$ cat src/rtl/hc_div16_seq_pkg.sv
// hc_div16_seq_pkg
// Shared definitions for the sequential 16-bit restoring divider:
//   - div_state_t  : controller state encoding (IDLE / CALC / DONE)
//   - HC_DIV_WIDTH : operand, quotient and remainder width
//   - CNT_WIDTH    : width of the iteration counter
package hc_div16_seq_pkg;

   localparam int HC_DIV_WIDTH = 16;
   localparam int CNT_WIDTH    = $clog2(HC_DIV_WIDTH);

   typedef enum logic [1:0] {
      IDLE = 2'b00,
      CALC = 2'b01,
      DONE = 2'b10
   } div_state_t;

endpackage

$ cat src/rtl/hc_div16_seq_sub17_prefix.sv
// hc_sub17_prefix
// Purely combinational 17-bit subtractor, diff = a - b, built as
// a + ~b + 1 on a parallel-prefix carry network.
// Ports:
//   a         in  17  minuend
//   b         in  17  subtrahend
//   diff      out 17  a - b (modulo 2^17)
//   no_borrow out 1   carry out of the top bit; 1 means a >= b
//
// The carry-in is modelled as an extra prefix position 0 with g=1, p=0,
// so the network spans 18 positions. The tree is a Brent-Kung pairing
// level on odd positions, a sparse Kogge-Stone run over the odd
// positions only, and a final fix-up level that resolves the even ones.
import hc_div16_seq_pkg::*;

module hc_sub17_prefix (
   input  logic [16:0] a,
   input  logic [16:0] b,
   output logic [16:0] diff,
   output logic        no_borrow
);

   localparam int N = 18;

   logic [N-1:0] gs [0:6];
   logic [N-1:0] ps [0:6];

   // Prefix network. After the last level gs[6][i] is the carry out of
   // prefix position i, i.e. the carry into operand bit i.
   always_comb begin
      gs[0] = {a & ~b, 1'b1};
      ps[0] = {a ^ ~b, 1'b0};

      // Brent-Kung up-sweep: each odd position absorbs its even neighbour.
      gs[1] = gs[0];
      ps[1] = ps[0];
      for (int i = 1; i < N; i += 2) begin
         gs[1][i] = gs[0][i] | (ps[0][i] & gs[0][i-1]);
         ps[1][i] = ps[0][i] & ps[0][i-1];
      end

      // Sparse Kogge-Stone over odd positions, distances 2, 4, 8, 16.
      for (int l = 2; l <= 5; l++) begin
         gs[l] = gs[l-1];
         ps[l] = ps[l-1];
         for (int i = 1; i < N; i += 2) begin
            if (i >= (1 << (l-1))) begin
               gs[l][i] = gs[l-1][i] | (ps[l-1][i] & gs[l-1][i - (1 << (l-1))]);
               ps[l][i] = ps[l-1][i] & ps[l-1][i - (1 << (l-1))];
            end
         end
      end

      // Fix-up: even positions take the completed prefix of their odd
      // neighbour below. Position 0 is the carry-in and is already final.
      gs[6] = gs[5];
      ps[6] = ps[5];
      for (int i = 2; i < N; i += 2) begin
         gs[6][i] = gs[5][i] | (ps[5][i] & gs[5][i-1]);
         ps[6][i] = ps[5][i] & ps[5][i-1];
      end
   end

   assign diff      = ps[0][N-1:1] ^ gs[6][N-2:0];
   assign no_borrow = gs[6][N-1];

endmodule

$ cat src/rtl/hc_div16_seq.sv
// hc_div16_seq
// Sequential 16-bit unsigned restoring divider, one quotient bit per clock.
// Ports:
//   clk         in  1   rising-edge clock
//   rst_n       in  1   asynchronous active-low reset
//   in_valid    in  1   request valid
//   in_ready    out 1   request accepted when high (IDLE only)
//   dividend    in  16  sampled on the request handshake
//   divisor     in  16  sampled on the request handshake
//   out_valid   out 1   result valid (DONE only)
//   out_ready   in  1   consumer accepts the result
//   quotient    out 16  result quotient
//   remainder   out 16  result remainder
//   div_by_zero out 1   the divisor of this result was zero
import hc_div16_seq_pkg::*;

module hc_div16_seq (
   input  logic                    clk,
   input  logic                    rst_n,
   input  logic                    in_valid,
   output logic                    in_ready,
   input  logic [HC_DIV_WIDTH-1:0] dividend,
   input  logic [HC_DIV_WIDTH-1:0] divisor,
   output logic                    out_valid,
   input  logic                    out_ready,
   output logic [HC_DIV_WIDTH-1:0] quotient,
   output logic [HC_DIV_WIDTH-1:0] remainder,
   output logic                    div_by_zero
);

   localparam int WIDTH = HC_DIV_WIDTH;

   div_state_t           state;
   div_state_t           state_next;
   logic [CNT_WIDTH-1:0] cnt;
   logic [WIDTH-1:0]     q;
   logic [WIDTH-1:0]     d;
   logic [WIDTH:0]       r;

   logic [WIDTH:0]       t;
   logic [WIDTH:0]       diff;
   logic                 no_borrow;
   logic [WIDTH:0]       r_next;
   logic [WIDTH-1:0]     q_next;
   logic                 last_iter;
   logic                 accept;
   logic                 divisor_zero;

   // The top bit of r is always zero between iterations; it is kept so the
   // trial value has the full subtractor width, but nothing reads it.
   logic                 unused_r_msb;
   assign unused_r_msb = r[WIDTH];

   assign t            = {r[WIDTH-1:0], q[WIDTH-1]};
   assign last_iter    = (cnt == CNT_WIDTH'(WIDTH-1));
   assign accept       = in_valid && in_ready;
   assign divisor_zero = (divisor == '0);

   hc_sub17_prefix u_sub (
      .a         (t),
      .b         ({1'b0, d}),
      .diff      (diff),
      .no_borrow (no_borrow)
   );

   // Restoring step: keep the difference only when the trial did not borrow.
   assign r_next = no_borrow ? diff : t;
   assign q_next = {q[WIDTH-2:0], no_borrow};

   // State register.
   always_ff @(posedge clk or negedge rst_n) begin
      if (!rst_n) begin
         state <= IDLE;
      end else begin
         state <= state_next;
      end
   end

   // Next-state logic. A zero divisor skips the iteration entirely.
   always_comb begin
      state_next = state;
      case (state)
         IDLE: begin
            if (in_valid) begin
               state_next = divisor_zero ? DONE : CALC;
            end
         end
         CALC: begin
            if (last_iter) begin
               state_next = DONE;
            end
         end
         DONE: begin
            if (out_ready) begin
               state_next = IDLE;
            end
         end
         default: state_next = IDLE;
      endcase
   end

   // Handshake outputs. in_ready is also held low while reset is asserted.
   always_comb begin
      in_ready  = rst_n && (state == IDLE);
      out_valid = (state == DONE);
   end

   // Iteration datapath: operand capture on accept, one shift/subtract per CALC cycle.
   always_ff @(posedge clk or negedge rst_n) begin
      if (!rst_n) begin
         q   <= '0;
         d   <= '0;
         r   <= '0;
         cnt <= '0;
      end else if (accept) begin
         q   <= dividend;
         d   <= divisor;
         r   <= '0;
         cnt <= '0;
      end else if (state == CALC) begin
         q   <= q_next;
         r   <= r_next;
         cnt <= cnt + 1'b1;
      end
   end

   // Result registers: loaded on the way into DONE and held until the next result.
   always_ff @(posedge clk or negedge rst_n) begin
      if (!rst_n) begin
         quotient    <= '0;
         remainder   <= '0;
         div_by_zero <= 1'b0;
      end else if (accept && divisor_zero) begin
         quotient    <= '1;
         remainder   <= dividend;
         div_by_zero <= 1'b1;
      end else if ((state == CALC) && last_iter) begin
         quotient    <= q_next;
         remainder   <= r_next[WIDTH-1:0];
         div_by_zero <= 1'b0;
      end
   end

endmodule

$ cat config.mk
export PLATFORM = sky130hd
export DESIGN_NAME = hc_div16_seq
export DESIGN_NICKNAME = d
export VERILOG_FILES = /design/src/rtl/hc_div16_seq_pkg.sv /design/src/rtl/hc_div16_seq_sub17_prefix.sv /design/src/rtl/hc_div16_seq.sv
export SDC_FILE = /design/constraint.sdc
export NUM_CORES = 1
export LEC_CHECK = 0
export ABC_AREA = 0
export CORE_UTILIZATION = 35
export DETAILED_ROUTE_END_ITERATION = 7
export HOLD_SLACK_MARGIN = 0.05
export SYNTH_ARGS = -nofsm -noshare
export SYNTH_HDL_FRONTEND = slang
export SYNTH_SLANG_ARGS = --single-unit
$ cat constraint.sdc
create_clock -name clk -period 2.59 [get_ports clk]
set_input_delay 0.6475 -clock clk [delete_from_list [all_inputs] [get_ports clk]]
set_output_delay 0.6475 -clock clk [all_outputs]
set_load 0.05 [all_outputs]
==> results.toml <==
[sta]
finalHoldViolCount = 0
fmax_mhz = 381.8
finalSetupViolations = 1
tightest_slew_ns = 0.7566
post-route-period-util = 1.011
rsz0062_at_grt = "true"
finClkSkew_ns = 0.01039
maxSlewHeadroom = 0.4937
timing.setup.tns_ns = -0.02928
setup_ws_ns = -0.02928
drv_slew = 0
min_period_ns = 2.619

[synth]
synth-seq-cells = 87
synthCells = 463
syn_nets = 523
avgSynthCellArea_um2 = 9.680
synthTopCellsByArea = "dfrtp_1, nand2_1, ha_1, o21ai_0, fa_1"
seq_area_frac_synth = 0.4858
ys_async_sr_fraction = 1.000
synth_top_area_cell = "dfrtp_1"
synth_edf_count = 0
synthFlopType = "dfrtp_1"
syn_area_mm2 = 0.004482
yosysWarnings = 0
synth_top_area_share = 0.4858
ys_types = 51

[layout]
final_util = 0.4947
stdcell_count = 725
final_nets = 613
diodes = 0
final_common_cell = "nand2_1"
most-common-layout-cells = "nand2_1, dfrtp_1, clkdlybuf4s50_1"
syn2layout_area_growth_pct = 35.34
layout-drive-gt1-share = 0.1454
nFillCells = 1125
final_cell_area_mm2 = 0.006066

[global_routing]
grt_pass1_wl_mm = 19.26
grt.total_usage = 0.1884
grt_start_max_net_pins = 46
antenna_found_initial = 0
grt_overflow = 0
grt_pass1_vias = 3834

[worst_setup_path]
start_kind = "flip-flop"
worstPathRequired_ns = 2.79
crit_fanout = 3
cp.arrival_ns = 2.82
rrSetupSlack_ns = -0.03
path_class = "flip-flop to flip-flop"
worstSetupEndpointType = "flip-flop"

[placed_design]
io_buffers = 70
gp_congestion = 0.7822
hpwlAfterDp_mm = 8.332
dpl_cell_area_mm2 = 0.005618
dp.cells = 707

[clocking]
clock_path_buffers = 2
clk_latency_ns = 0.34
cts_sinks = 87
cts_buffers = 9
cts.hold.buffers_added = 0
cts_tree = "done"
clk_pin_slew_ns = 0.07
h-tree-depth = 3
cts_root_buf = "clkbuf_16"

[route]
ant_nets = 0
dr.pass1.iters = 4
viasPerCell = 5.054
routedWlPerCell_um = 16.04
drc = 0
routed-via-count = 3664
finalWirelength_mm = 11.63
first_iter_violations = 198

[die]
die_area_mm2 = 0.01326
start_util = 0.3655
io_pins = 71
chipWidth_um = 115.2
num_rows = 40
die_h_um = 115.2
core_area_mm2 = 0.01226

[status]
failed_checks = "setup timing"
status = "complete, but fails checks"

[hold_path]
hold_path_class = "primary input to asynchronous set/reset pin"

[job]
maxCapViolCount = 0
[routing by layer]
layer,GRT usage,wire length (µm)
met3,0.03057,428
met1,0.2664,5742
met2,0.2992,5371
met5,0,0
met4,0.05195,87
[worst paths after layout]
kind,startpoint,to,cells past startpoint
min in group clk,div_by_zero,div_by_zero,1
min,rst_n,remainder[9],2
min reg2reg,div_by_zero,div_by_zero,1
max,r[5],remainder[14],11
max in group asynchronous,rst_n,r[5],3
max reg2reg,r[5],remainder[14],11
[stage by stage]
stage | setup slack (ns) | hold slack, ns
global route | -0.1265 | 0.4857
detailed placement | -0.07449 | 0.4642
floorplan | 0.05647 | 0.3519
global placement | -0.005684 | 0.4652
finish | -0.02928 | 0.4230
CTS | 0.0002949 | 0.4469
[layout make-up]
cell class                 count  area, µm²  share of cell area
clock inverter                 6      117.6             0.01939
clock buffer                   9      225.2             0.03713
inverter                      21      78.83             0.01300
tap                          168      210.2             0.03465
sequential                    87       2177              0.3589
multi-input combinational    327       2196              0.3620
timing repair buffer         107       1061              0.1749
[cells by family (layout without fill, tap and decap cells)]
| kind of cell | Yosys count | count (layout) | synth area share |
|---|---|---|---|
| buffers and inverters | 49 | 143 | 0.04662 |
| adders and majority gates | 24 | 24 | 0.07873 |
| AOI/OAI and AO/OA | 115 | 115 | 0.1826 |
| DFF | 87 | 87 | 0.4858 |
| xor gates and xnor gates | 10 | 10 | 0.01954 |
| and+or+nand+nor | 162 | 162 | 0.1485 |
| muxes | 16 | 16 | 0.03825 |
[worst max-delay path, cell delays in order (launching register included)]
cell and delay (ns):
dfrtp_1 0.42, ha_4 0.26, a2111o_1 0.43, o2111ai_2 0.10
a31oi_2 0.07, nor2_2 0.16, buf_4 0.15, o21ai_4 0.06
fa_2 0.35, xor2_1 0.16, mux2i_1 0.19, o221ai_1 0.13
[state kept, by name, summed over array words and instances, names as in the netlist]
signal and count:
quotient 16, div_by_zero 1, q 16, d 16, cnt 4, r 16
remainder 16, state 2
[Yosys cell counts (2+ instances only)]
master / number
nor2b_1: 3
dfrtp_1: 87
nor4_1: 4
o22ai_1: 15
xor2_1: 9
a21oi_1: 4
a211oi_1: 2
buf_1: 2
fa_1: 7
a31oi_1: 3
nand2b_1: 3
mux2_4: 2
o221ai_2: 2
o21ai_0: 39
nand2_1: 134
nor3b_1: 2
clkbuf_1: 23
o221ai_1: 13
nand4_1: 3
inv_1: 21
a22oi_1: 15
mux2i_1: 13
ha_1: 17
nor2_1: 7
a21o_1: 6
o21a_1: 2
[what timing repair did]
item                       in CTS  in global routing
setup endpoints to repair       7                 10
pin swaps                       3                 12
buffers inserted                0                  4
gates resized for setup         5                 12
Power is left out: the tool's default activity adds up to more than one toggle a clock period on the data nets, which glitch-free logic cannot reach.
